## config.mk

```make
export PLATFORM = sky130hd
export DESIGN_NAME = fetch_exec_responder
export DESIGN_NICKNAME = d
export VERILOG_FILES = /design/src/rtl/cpu_bus_pkg.sv /design/src/rtl/bus_wait_timer.sv /design/src/rtl/fetch_exec_responder.sv
export SDC_FILE = /design/constraint.sdc
export NUM_CORES = 1
export LEC_CHECK = 0
export ABC_AREA = 1
export ABC_CLOCK_PERIOD_IN_PS = 2000
export BUFFER_PORTS_ARGS = -buffer_cell sky130_fd_sc_hd__clkbuf_2
export CAP_MARGIN = 30
export CORE_MARGIN = 8
export CORE_UTILIZATION = 50
export CTS_CLUSTER_DIAMETER = 100
export DETAILED_ROUTE_END_ITERATION = 12
export GPL_TIMING_DRIVEN = 0
export PLACE_DENSITY = 0.78
export RECOVER_POWER = 50
export SYNTH_ARGS = -nofsm -noshare
export SYNTH_HDL_FRONTEND = slang
export SYNTH_SLANG_ARGS = --single-unit
```

## constraint.sdc

```tcl
create_clock -name clk -period 2 [get_ports clk]
set_clock_uncertainty 0.15 [all_clocks]
set_input_delay 0.1 -clock clk [delete_from_list [all_inputs] [get_ports clk]]
set_output_delay 0.1 -clock clk [all_outputs]
set_load 0.05 [all_outputs]
```

## src/rtl/cpu_bus_pkg.sv

```systemverilog
// Shared types and constants for the fetch/execute responder.
package cpu_bus_pkg;

  localparam logic [7:0] HALT_OP = 8'hFF;

  typedef enum logic [2:0] {
    PH_OPC,
    PH_OPND0,
    PH_OPND1,
    PH_OPND2,
    PH_OPND3
  } phase_e;

  typedef enum logic [1:0] {
    ST_IDLE,
    ST_REQ,
    ST_RESP
  } state_e;

  // Replace the operand byte selected by an operand phase; other bytes kept.
  function automatic logic [31:0] merge_operand(input logic [31:0] word,
                                                input phase_e      ph,
                                                input logic [7:0]  b);
    logic [31:0] r;
    r = word;
    case (ph)
      PH_OPND0: r[7:0]   = b;
      PH_OPND1: r[15:8]  = b;
      PH_OPND2: r[23:16] = b;
      PH_OPND3: r[31:24] = b;
      default:  r        = word;
    endcase
    return r;
  endfunction

endpackage

```

## src/rtl/bus_wait_timer.sv

```systemverilog
// Counts cycles spent waiting for a memory acknowledge; flags the last allowed one.
module bus_wait_timer #(
  parameter int unsigned MAX_WAIT = 15
) (
  input  logic clk,
  input  logic rst,
  input  logic i_clear,
  input  logic i_count,
  output logic o_expired
);

  localparam int unsigned   CW   = $clog2(MAX_WAIT + 1);
  localparam logic [CW-1:0] LAST = CW'(MAX_WAIT - 1);

  logic [CW-1:0] r_cnt;

  // o_expired is high during the MAX_WAIT-th counted cycle.
  assign o_expired = i_count && (r_cnt == LAST);

  // Cycle counter: cleared as a request is accepted, advances while waiting.
  always_ff @(posedge clk) begin
    if (rst || i_clear) begin
      r_cnt <= '0;
    end else if (i_count && !o_expired) begin
      r_cnt <= r_cnt + CW'(1);
    end
  end

endmodule

```

## src/rtl/fetch_exec_responder.sv

```systemverilog
// Responder side of the CPU timing handshake: one memory read per bus phase,
// a one-cycle done per completed phase, and opcode decode for stop/cnt_set.
module fetch_exec_responder
  import cpu_bus_pkg::*;
#(
  parameter int unsigned AW       = 8,
  parameter int unsigned MAX_WAIT = 15,
  parameter int unsigned RESET_PC = 0
) (
  input  logic          clk,
  input  logic          rst,
  input  logic          T1_Mif,
  input  logic          T2_Mif,
  input  logic          T1,
  input  logic          T2,
  input  logic          T3,
  input  logic          T4,
  output logic          done,
  output logic          stop,
  output logic [1:0]    cnt_set,
  output logic          mem_req,
  output logic [AW-1:0] mem_addr,
  input  logic [7:0]    mem_rdata,
  input  logic          mem_ack,
  input  logic          pc_load,
  input  logic [AW-1:0] pc_load_val,
  output logic [7:0]    opcode,
  output logic [31:0]   operand,
  output logic [AW-1:0] pc,
  output logic          bus_err,
  output logic          ovl_err
);

  state_e        r_state;
  state_e        w_state_nxt;
  phase_e        r_phase;
  phase_e        w_phase_sel;
  logic [AW-1:0] r_pc;
  logic [7:0]    r_opcode;
  logic [31:0]   r_operand;
  logic          r_stop;
  logic [1:0]    r_cnt_set;
  logic          r_bus_err;
  logic          r_ovl_err;

  logic [4:0]    w_starts;
  logic          w_any_start;
  logic          w_multi;
  logic          w_start;
  logic          w_finish;
  logic          w_timeout;
  logic          w_expired;
  logic          w_ovl_set;
  logic [7:0]    w_data;
  logic          w_unused;

  // T2_Mif marks a phase with no bus traffic, so it never starts or overlaps a read.
  assign w_unused    = T2_Mif;

  assign w_starts    = {T1_Mif, T1, T2, T3, T4};
  assign w_any_start = |w_starts;
  assign w_multi     = (w_starts & (w_starts - 5'd1)) != 5'd0;
  assign w_ovl_set   = (r_state == ST_IDLE) ? w_multi : w_any_start;
  assign w_data      = w_timeout ? 8'h00 : mem_rdata;

  assign mem_addr = r_pc;
  assign pc       = r_pc;
  assign opcode   = r_opcode;
  assign operand  = r_operand;
  assign stop     = r_stop;
  assign cnt_set  = r_cnt_set;
  assign bus_err  = r_bus_err;
  assign ovl_err  = r_ovl_err;

  bus_wait_timer #(
    .MAX_WAIT(MAX_WAIT)
  ) u_wait_timer (
    .clk      (clk),
    .rst      (rst),
    .i_clear  (w_start),
    .i_count  (r_state == ST_REQ),
    .o_expired(w_expired)
  );

  // Fixed-priority phase selection: T1_Mif > T1 > T2 > T3 > T4.
  always_comb begin
    w_phase_sel = PH_OPC;
    if (T1_Mif)  w_phase_sel = PH_OPC;
    else if (T1) w_phase_sel = PH_OPND0;
    else if (T2) w_phase_sel = PH_OPND1;
    else if (T3) w_phase_sel = PH_OPND2;
    else if (T4) w_phase_sel = PH_OPND3;
  end

  // FSM next state and bus/handshake outputs.
  always_comb begin
    w_state_nxt = r_state;
    w_start     = 1'b0;
    w_finish    = 1'b0;
    w_timeout   = 1'b0;
    mem_req     = 1'b0;
    done        = 1'b0;
    unique case (r_state)
      ST_IDLE: begin
        if (w_any_start) begin
          w_start     = 1'b1;
          w_state_nxt = ST_REQ;
        end
      end
      ST_REQ: begin
        mem_req = 1'b1;
        if (mem_ack) begin
          w_finish    = 1'b1;
          w_state_nxt = ST_RESP;
        end else if (w_expired) begin
          w_finish    = 1'b1;
          w_timeout   = 1'b1;
          w_state_nxt = ST_RESP;
        end
      end
      ST_RESP: begin
        done        = 1'b1;
        w_state_nxt = ST_IDLE;
      end
      default: w_state_nxt = ST_IDLE;
    endcase
  end

  // FSM state register.
  always_ff @(posedge clk) begin
    if (rst) begin
      r_state <= ST_IDLE;
    end else begin
      r_state <= w_state_nxt;
    end
  end

  // Datapath: PC, captured opcode/operand, decode and sticky error flags.
  always_ff @(posedge clk) begin
    if (rst) begin
      r_phase   <= PH_OPC;
      r_pc      <= AW'(RESET_PC);
      r_opcode  <= '0;
      r_operand <= '0;
      r_stop    <= 1'b0;
      r_cnt_set <= '0;
      r_bus_err <= 1'b0;
      r_ovl_err <= 1'b0;
    end else begin
      if (w_start) begin
        r_phase <= w_phase_sel;
      end
      // A load in IDLE lands before REQ, so a same-cycle read uses the new PC.
      if (r_state == ST_IDLE && pc_load) begin
        r_pc <= pc_load_val;
      end
      if (w_finish) begin
        r_pc <= r_pc + AW'(1);
        if (w_timeout) begin
          r_bus_err <= 1'b1;
        end
        if (r_phase == PH_OPC) begin
          r_opcode  <= w_data;
          r_operand <= '0;
          r_cnt_set <= w_data[1:0];
          r_stop    <= (w_data == HALT_OP);
        end else begin
          r_operand <= merge_operand(r_operand, r_phase, w_data);
        end
      end
      if (w_ovl_set) begin
        r_ovl_err <= 1'b1;
      end
    end
  end

endmodule

```

==> results of run 1 <==
## repair_timing
action / 4_1_cts / 5_1_grt
gates resized for setup: 0 / 3
setup endpoints to repair: 0 / 7
hold buffers: 22 / 0
endpoints found under the hold margin: 21 / 0
## through the flow
step | instance area [um2] | instances | setup WS (ns) | utilization, %
after floorplan | 3040 | 449 | 0.289 | -
after global placement | 3560 | 610 | 0.235 | 60.5
after detailed placement | 3560 | 610 | 0.227 | 60.5
after CTS | 3950 | 647 | 0.205 | 67.1
after global routing | 3880 | 647 | 0.00496 | 66.0
final | 3880 | 647 | 0.209 | 66.0
## power by group
| group | leakage [nW] | internal (W) | total [W] | switching [W] |
|---|---|---|---|---|
| Sequential | 0.491 | 0.00129 | 0.00136 | 0.0000699 |
| Combinational | 1.42 | 0.000249 | 0.000954 | 0.000705 |
| Clock | 0.0893 | 0.000507 | 0.000967 | 0.000460 |
## worst max-delay path, stage by stage, from the launching register on
cell      delay (ns)
dfxtp_1         0.37
inv_1           0.07
ha_1            0.21
nand3_2         0.14
inv_1           0.07
nand2_2         0.11
inv_2           0.08
nor2_1          0.14
nand2_1         0.16
nand2_1         0.10
clkinv_1        0.05
nor2_1          0.07
## final timing paths
kind                          from          end  slack, ns  depth (start not counted)
max          u_wait_timer.r_cnt[0]  operand[20]       0.21                         11
max reg2reg  u_wait_timer.r_cnt[0]  operand[20]       0.21                         11
min                 pc_load_val[6]  mem_addr[6]       0.02                          5
min reg2reg                   stop         stop       0.33                          2
## flip-flops by register name, indices dropped and copies added, names as in the netlist
register	count
ovl_err	1
r_phase	3
opcode	8
stop	1
bus_err	1
r_state	2
operand	32
mem_addr	8
u_wait_timer.r_cnt	4
## layout make-up
class,count,area share [%]
Buffer,18,3.22
Multi-Input combinational cell,290,36.3
Clock inverter,2,0.258
Sequential cell,60,30.9
Inverter,81,7.96
Tap cell,75,2.42
Clock buffer,13,4.09
Timing Repair Buffer,108,14.9
## cells in the final DEF, fill, tap and decap left out, drive strengths merged, types with 3 or more instances in the layout
cell type and instances:
dfxtp 60, nand3 13, nor3 3, buf 16, nand2 142, dlygate4sd3 22
xor2 3, a21oi 27, clkinv 5, ha 3, o21ai 24, inv 78
clkbuf 101, nor2 71
## logic make-up (layout without fill, tap and decap cells)
logic type | count (synthesis) | after routing
DFF | 60 | 60
AOI/OAI and AO/OA | 53 | 53
buffers and inverters | 99 | 222
xor gates and xnor gates | 4 | 4
adders and majority gates | 3 | 3
and+or+nand+nor | 230 | 230
## metal layers
metal / share of wire (%) / wire, um / GRT usage [%] / vias to the layer above
met5: 0 / 0 / 0 / -
met3: 6.4 / 497 / 6.16 / 12
met1: 45 / 3440 / 21.3 / 1271
met2: 47 / 3660 / 29.9 / 56
met4: 1.7 / 132 / 8.59 / 0
li1: - / - / - / 1574
==> results.yml, run 1 <==
sta:
  rsz0062_at_grt: "false"
  hold_ws_ns: 0.0197
  tns_ns: 0
  clock.fmax_mhz: 558
  worst_pin_slew_ns: 0.646
  finalSetupViolCount: 0
  max_slew_margin_pct: 57.1
  finalHoldViolations: 0
  drv_slew: 0
  fin_crit_sh_pct: 89.5
  post-route-min-period_ns: 1.79
layout:
  insertedDiodeCount: 0
  final-seq-area_mm2: 0.00120
  area_delta_synth_final_pct: 27.9
  multiInputGateArea_mm2: 0.00141
  drive_gt1_share_pct: 15.2
  nets: 597
  nFillCells: 565
routing:
  routed-via-count: 2913
  dr.pass1.iters: 4
  ant_nets: 0
  drc: 0
  drt_iter0_markers: 98
  vias_per_cell: 4.50
  finalWirelength_mm: 7.73
  avgRoutedWirePerCell_um: 12.0
cts:
  htree_levels: 3
  cts_root_buf: "clkbuf_8"
  postCtsSetupBuffers: 0
  clock_latency_ns: 0.34
  clock_sinks: 60
  tritoncts: "built"
  clkSlewWorstSetupHoldPaths_ns: 0.06
  max-clock-path-buffers: 2
  cts_buffers: 9
place:
  port_buffers: 86
  place.gp.congestion: 0.840
  dp_hpwl_mm: 5.55
grt:
  grt_max_degree: 11
  overflow: 0
  grt_pass1_vias: 2791
  track_usage_pct: 18.4
  grt_pass1_wl_mm: 12.9
  antenna_found_initial: 0
synthesis:
  post-synth-top-area-cell: "dfxtp_1"
  synth_top_area_share_pct: 39.6
  ys_seq_elements: 60
  syn_nets: 478
  ys_seq_area_share_pct: 39.6
  syn-cell-area_mm2: 0.00304
  ys_warn_count: 0
  synth_edf_count: 0
  synth_area_leaders: "dfxtp_1 40%, nand2_1 16%, inv_1 8.8%"
  synthMuxAreaShare_pct: 0
  synth_common_cells: "133 x nand2_1, 71 x inv_1, 63 x nor2_1, 60 x dfxtp_1, 26 x a21oi_1"
  avgSynthCellArea_um2: 6.76
  synth_cells: 449
  ys.flop_type: "dfxtp_1"
  synthSimpleGateAreaFrac_pct: 34.5
  synth_most_common_cell: "nand2_1"
  synth_compound_gate_area_share_pct: 9.27
  synth_top_family_by_area: "simple AND/OR/NAND/NOR gates"
  synth-xor-area-share_pct: 1.15
  synthArstFlopShare_pct: 0
  synth_fa_ha_area_share_pct: 1.24
  ys_types: 31
critical_path:
  worstSetupPathType: "register to register"
  required_ns: 2.13
  crit_arrival_ns: 1.92
  cp-start-kind: "register"
  critical_path.max_fanout: 7
  cp-end-kind: "register"
floorplan:
  io_pins: 89
  core_mm2: 0.00589
  fp.dieW_um: 93.9
  rows: 28
  die_h_um: 93.9
  die_area_mm2: 0.00882
  initial_core_util_pct: 51.6
pwr:
  power_density_mw_per_mm2: 844
  power.leakage_nw: 2.00
  vdd_drop_max_uv: 454
  totalPowerFinal_w: 0.00328
hold_path:
  hp-class: "input port to register"
run_status:
  status: "completed"
flow_run:
  drv_cap: 0
Power figures use the tool's default switching activity.
==> run 2: changes to the inputs <==
--- a/config.mk
+++ b/config.mk
@@ -5,7 +5,6 @@
 export SDC_FILE = /design/constraint.sdc
 export NUM_CORES = 1
 export LEC_CHECK = 0
-export ABC_AREA = 1
 export ABC_CLOCK_PERIOD_IN_PS = 2000
 export BUFFER_PORTS_ARGS = -buffer_cell sky130_fd_sc_hd__clkbuf_2
 export CAP_MARGIN = 30
@@ -14,7 +13,7 @@
 export CTS_CLUSTER_DIAMETER = 100
 export DETAILED_ROUTE_END_ITERATION = 12
 export GPL_TIMING_DRIVEN = 0
-export PLACE_DENSITY = 0.78
+export PLACE_DENSITY = 0.79
 export RECOVER_POWER = 50
 export SYNTH_ARGS = -nofsm -noshare
 export SYNTH_HDL_FRONTEND = slang
==> constraint.sdc (replaced) <==
create_clock -name clk -period 2 [get_ports clk]
set_clock_uncertainty 0.15 [all_clocks]
set_input_delay 0.1 -clock clk [delete_from_list [all_inputs] [get_ports clk]]
set_output_delay 0.1 -clock clk [all_outputs]
set_load 0.005 [all_outputs]
==> run 2 against run 1 <==
Sequential share of layout area grew 1.5 points. Final cell count shrank 23%. Flip-flop and latch count is the same.
==> results.yml, run 2 <==
run_status:
  status: "completed"
pwr:
  pwr-share-clk_pct: 37.3
  power.internal_w: 0.00203
  vdd_drop_max_uv: 540
  power.leakage_nw: 1.52
  totalPowerFinal_w: 0.00276
  swShare_pct: 26.4
  combPwrFrac_pct: 16.1
  p_sw_w: 0.000728
  power_density_mw_per_mm2: 742
  seq_power_share_pct: 46.6
cts:
  tritoncts: "built"
  cts_buffers: 9
  clock_latency_ns: 0.33
  htree_levels: 3
  cts_root_buf: "clkbuf_8"
  clkSlewWorstSetupHoldPaths_ns: 0.07
  clock_sinks: 60
  max-clock-path-buffers: 2
synthesis:
  synthArstFlopShare_pct: 0
  synth_most_common_cell: "dfxtp_1"
  ys_seq_area_share_pct: 42.6
  syn-cell-area_mm2: 0.00282
  ys.flop_type: "dfxtp_1"
  synth_top_area_share_pct: 42.6
  syn_nets: 332
  synth_edf_count: 0
  post-synth-top-area-cell: "dfxtp_1"
  avgSynthCellArea_um2: 9.30
  synth_area_leaders: "dfxtp_1 43%, mux2i_1 12%, nand2b_1 7.3%"
  synth_common_cells: "60 x dfxtp_1, 34 x mux2i_1, 33 x nand2b_1, 30 x nand2_1, 21 x a21oi_1"
  ys_types: 50
  synth_cells: 303
  ys_seq_elements: 60
  ys_warn_count: 0
layout:
  drive_gt1_share_pct: 24.2
  nets: 449
  area_delta_synth_final_pct: 31.7
  nFillCells: 485
  layout_common_cells: "58 x dfxtp_1, 47 x clkbuf_1, 47 x clkbuf_2"
  instances_no_fill: 497
  utilization_pct: 67.9
  final_common_cell: "dfxtp_1"
  fin_area_mm2: 0.00371
  largest_reg_flops: 32
  insertedDiodeCount: 0
critical_path:
  cp_top_family: "simple AND/OR/NAND/NOR gates"
  max_stage_delay_ns: 0.49
  cp_num_buf_inv: 2
  cp-start-kind: "register"
  worstSetupPathType: "register to register"
  crit_arrival_ns: 2.01
  path_cells: "inv_1, ha_2, a31o_2, nand2_2, buf_6, or4_1, a31oi_1"
  slowest_stage: "or4_1"
  required_ns: 2.11
  cp-end-kind: "register"
  critical_path.max_fanout: 10
sta:
  fin_crit_sh_pct: 94.8
  finalSetupViolCount: 0
  drv_slew: 0
  rsz0062_at_grt: "false"
  hold_ws_ns: 0.0260
  post-route-min-period_ns: 1.90
  max_slew_margin_pct: 65.7
  clock.fmax_mhz: 527
  worst_pin_slew_ns: 0.515
  finalHoldViolations: 0
place:
  dpl_cell_area_mm2: 0.00334
  place.gp.congestion: 0.805
  dp_cells: 462
  port_buffers: 87
  dp_hpwl_mm: 5.52
floorplan:
  io_pins: 89
  die_h_um: 91.1
  rows: 27
  core_mm2: 0.00547
  fp.dieW_um: 91.1
  die_area_mm2: 0.00830
  initial_core_util_pct: 51.5
routing:
  vias_per_cell: 5.31
  ant_nets: 0
  drt_iter0_markers: 169
  drc: 0
  routed-via-count: 2639
  avgRoutedWirePerCell_um: 15.3
  dr.pass1.iters: 4
  finalWirelength_mm: 7.61
grt:
  grt_pass1_wl_mm: 12.5
  grt_max_degree: 11
  track_usage_pct: 18.3
  overflow: 0
  grt_pass1_vias: 2576
  antenna_found_initial: 0
hold_path:
  hp-class: "input port to register"
flow_run:
  drv_cap: 0
run 2: final cells by class:
cell class                 instances  area, um2  area share (%)
buffer                            24        153            4.11
inverter                           7       27.5           0.741
tap                               72       90.1            2.43
clock inverter                     5       52.6            1.42
sequential                        60       1200            32.4
clock buffer                      11        131            3.54
timing repair buffer             107        603            16.2
multi-input combinational        211       1450            39.1
run 2: routing by layer:
| metal | part of all wire (%) | vias to the layer above | track usage (%) |
|---|---|---|---|
| li1 | - | 1297 | - |
| met1 | 42 | 1242 | 20.5 |
| met2 | 49 | 86 | 31.1 |
| met3 | 6.3 | 14 | 5.68 |
| met4 | 2.2 | 0 | 8.19 |
| met5 | 0 | - | 0 |
run 2: path summary, 6_finish.rpt:
check / start / endpoint / slack (ns) / cells after the start
setup reg to reg: u_wait_timer.r_cnt[0] / mem_addr[5] / 0.10 / 7
hold / removal: T3 / r_phase[2] / 0.03 / 4
hold reg to reg: opcode[4] / opcode[4] / 0.31 / 2
setup / recovery: u_wait_timer.r_cnt[0] / mem_addr[5] / 0.10 / 7
run 2: stage by stage:
step           worst slack, ns  TNS, ns
5_1_grt                 0.0217        0
6_report                 0.103        0
4_1_cts                 0.0239        0
3_3_place_gp           0.00154        0
3_5_place_dp           -0.0434   -0.395
2_1_floorplan            0.235        0
run 2: worst register-to-register path: stages (launching register included):
cell     delay [ns]
dfxtp_2        0.34
inv_1          0.06
ha_2           0.20
a31o_2         0.20
nand2_2        0.08
buf_6          0.15
or4_1          0.50
a31oi_1        0.16
run 2: what timing repair did:
action	CTS	global route
gates resized for setup	4	5
hold buffers	17	0
buffers inserted	1	2
pin swaps	1	2
endpoints found under the setup margin	26	34
hold endpoints to repair	38	0
run 2: cells by family after synthesis:
| kind of cell | after synthesis | share of synthesized area, % |
|---|---|---|
| buf+inv | 32 | 6.52 |
| xor+xnor | 4 | 1.24 |
| mux | 34 | 12.1 |
| fa+ha+maj | 4 | 1.69 |
| simple gates | 121 | 24.0 |
| compound gates | 48 | 11.9 |
| flops | 60 | 42.6 |
run 2: power groups by stage:
stage          logic, W  registers [W]  clock network [W]
2_1_floorplan  0.000254        0.00131                  0
3_3_place_gp   0.000393        0.00131                  0
3_5_place_dp   0.000401        0.00131                  0
4_1_cts        0.000435        0.00128            0.00104
5_1_grt        0.000484        0.00129            0.00111
6_report       0.000444        0.00129            0.00103
==> run 3: changes to the inputs <==
--- a/config.mk
+++ b/config.mk
@@ -5,7 +5,7 @@
 export SDC_FILE = /design/constraint.sdc
 export NUM_CORES = 1
 export LEC_CHECK = 0
-export ABC_CLOCK_PERIOD_IN_PS = 2000
+export ABC_CLOCK_PERIOD_IN_PS = 2100
 export BUFFER_PORTS_ARGS = -buffer_cell sky130_fd_sc_hd__clkbuf_2
 export CAP_MARGIN = 30
 export CORE_MARGIN = 8
==> constraint.sdc (replaced) <==
create_clock -name clk -period 2.1 [get_ports clk]
set_clock_uncertainty 0.15 [all_clocks]
set_input_delay 0.105 -clock clk [delete_from_list [all_inputs] [get_ports clk]]
set_output_delay 0.105 -clock clk [all_outputs]
set_load 0.005 [all_outputs]
==> run 3 against run 2 <==
First-iteration DRC count shrank 18%. Flip-flop and latch count did not move. Die area did not move. Final cell count down 0.40%. Core utilization fell by 0.87 points. Via count decreased by 1.3%. Wire length fell by 0.21%. Sequential power shrank 5%. Clock-buffer cell count stayed put. Critical endpoint is now operand[0].
==> results.yml, run 3 (synthesis results as in run 2) <==
critical_path:
  path_cells: "inv_1, ha_1, and3_1, a211oi_4, buf_4, nand2_1, mux2i_1"
  cp-start-kind: "register"
  r2r-start: "u_wait_timer.r_cnt[0]"
  slowest_stage: "dfxtp_1"
  r2r-end: "operand[0]"
  worstRegToRegCells: 7
  critical_path.max_fanout: 8
  r2r_slack_ns: 0.11
  endpoint: "operand[0]"
  max_stage_delay_ns: 0.40
  critPathLaunch: "u_wait_timer.r_cnt[0]"
  crit_arrival_ns: 2.10
  cp-end-kind: "register"
  worstSetupPathType: "register to register"
  required_ns: 2.21
pwr:
  pwr-share-clk_pct: 37.5
  totalPowerFinal_w: 0.00261
  vdd_drop_max_uv: 585
  power_density_mw_per_mm2: 712
  power.internal_w: 0.00192
  seq_power_share_pct: 46.9
  combPwrFrac_pct: 15.7
  p_sw_w: 0.000692
  swShare_pct: 26.5
  power.leakage_nw: 1.51
hold_path:
  hp-class: "input port to register"
  min_path_cells: 4
routing:
  ant_nets: 0
  finalWirelength_mm: 7.59
  avgRoutedWirePerCell_um: 15.3
  vias_per_cell: 5.26
  drc: 0
  drt_iter0_markers: 139
  dr.pass1.iters: 4
  routed-via-count: 2604
sta:
  tns_ns: 0
  finalHoldViolations: 0
  post-route-min-period_ns: 1.99
  worst_pin_slew_ns: 0.550
  clock.fmax_mhz: 502
  finalSetupViolCount: 0
  fin_crit_sh_pct: 94.8
  worst_slack_ns: 0.109
  max_slew_margin_pct: 63.2
  drv_slew: 0
  rsz0062_at_grt: "false"
layout:
  largest_reg_flops: 32
  multiInputGateArea_mm2: 0.00145
  layout_common_cells: "60 x dfxtp_1, 47 x clkbuf_1, 47 x clkbuf_2"
  nFillCells: 490
  final-seq-area_mm2: 0.00120
  insertedDiodeCount: 0
  instances_no_fill: 495
  fin_area_mm2: 0.00367
  drive_gt1_share_pct: 22.9
  nets: 447
  final_common_cell: "dfxtp_1"
  area_delta_synth_final_pct: 30.0
cts:
  clkSlewWorstSetupHoldPaths_ns: 0.07
  cts_root_buf: "clkbuf_8"
  max-clock-path-buffers: 2
  cts_buffers: 9
  clock_latency_ns: 0.34
  clock_sinks: 60
  tritoncts: "built"
  htree_levels: 3
place:
  dp_cells: 462
  dp_hpwl_mm: 5.52
  place.gp.congestion: 0.805
  pre_cts_slack_ns: 0.0566
  port_buffers: 87
  dpl_cell_area_mm2: 0.00334
floorplan:
  fp.dieW_um: 91.1
  die_area_mm2: 0.00830
  io_pins: 89
  die_h_um: 91.1
  initial_core_util_pct: 51.5
  rows: 27
  core_mm2: 0.00547
grt:
  gr-usage-met2_pct: 30.8
  top_usage_layer: "met2"
  grt_pass1_vias: 2558
  overflow: 0
  grt_max_degree: 11
  grt_pass1_wl_mm: 12.3
  antenna_found_initial: 0
  track_usage_pct: 18.1
  met1_usage_pct: 20.4
  met3_usage_pct: 5.68
flow_run:
  drv_cap: 0
run_status:
  status: "completed"
-- run 3: layer usage --
metal	part of all wire, %	wire length, um	vias up
met4	2.2	167	0
met2	49	3740	77
met5	0	0	-
li1	-	-	1288
met3	5.8	444	14
met1	43	3240	1225
-- run 3: critical path, delay by kind of cell, from the launching register on --
family	cells	cell delay, ns
DFF	1	0.40
adders and majority gates	1	0.24
muxes	1	0.17
buffers and inverters	2	0.25
AOI/OAI and AO/OA	1	0.26
and+or+nand+nor	2	0.44
-- run 3: power by group through the flow --
stage	Sequential [W]	Combinational (W)	Clock [W]
global placement	0.00125	0.000375	0
finish	0.00122	0.000409	0.000978
CTS	0.00122	0.000409	0.000992
floorplan	0.00124	0.000242	0
global route	0.00123	0.000447	0.00106
detailed placement	0.00125	0.000382	0
-- run 3: stage by stage --
stage	util, %	hold slack (ns)
final	67.0	0.0237
after floorplan	-	0.0910
after CTS	67.6	0.0133
after global routing	67.0	0.0607
after detailed placement	61.1	0.194
after global placement	61.1	0.186
-- run 3: area by class of cell --
type | count | area share [%]
Multi-Input combinational cell | 211 | 39.5
Timing Repair Buffer | 105 | 15.4
Tap cell | 72 | 2.46
Clock buffer | 11 | 3.58
Clock inverter | 5 | 1.43
Sequential cell | 60 | 32.8
Buffer | 24 | 4.16
Inverter | 7 | 0.751
-- run 3: repair_timing --
action,4_1_cts,5_1_grt
setup endpoints to repair,0,33
hold buffers,17,0
buffers inserted,0,1
endpoints found under the hold margin,25,0
resized for setup,0,5
-- run 3: worst min-delay path by stage --
stage	startpoint	slack (ns)	to
2_1_floorplan	pc_load_val[0]	0.09	mem_addr[0]
3_3_place_gp	pc_load_val[0]	0.19	mem_addr[0]
3_5_place_dp	pc_load_val[0]	0.19	mem_addr[0]
4_1_cts	T3	0.01	r_phase[2]
5_1_grt	T2	0.06	r_phase[2]
6_report	T3	0.02	r_phase[2]
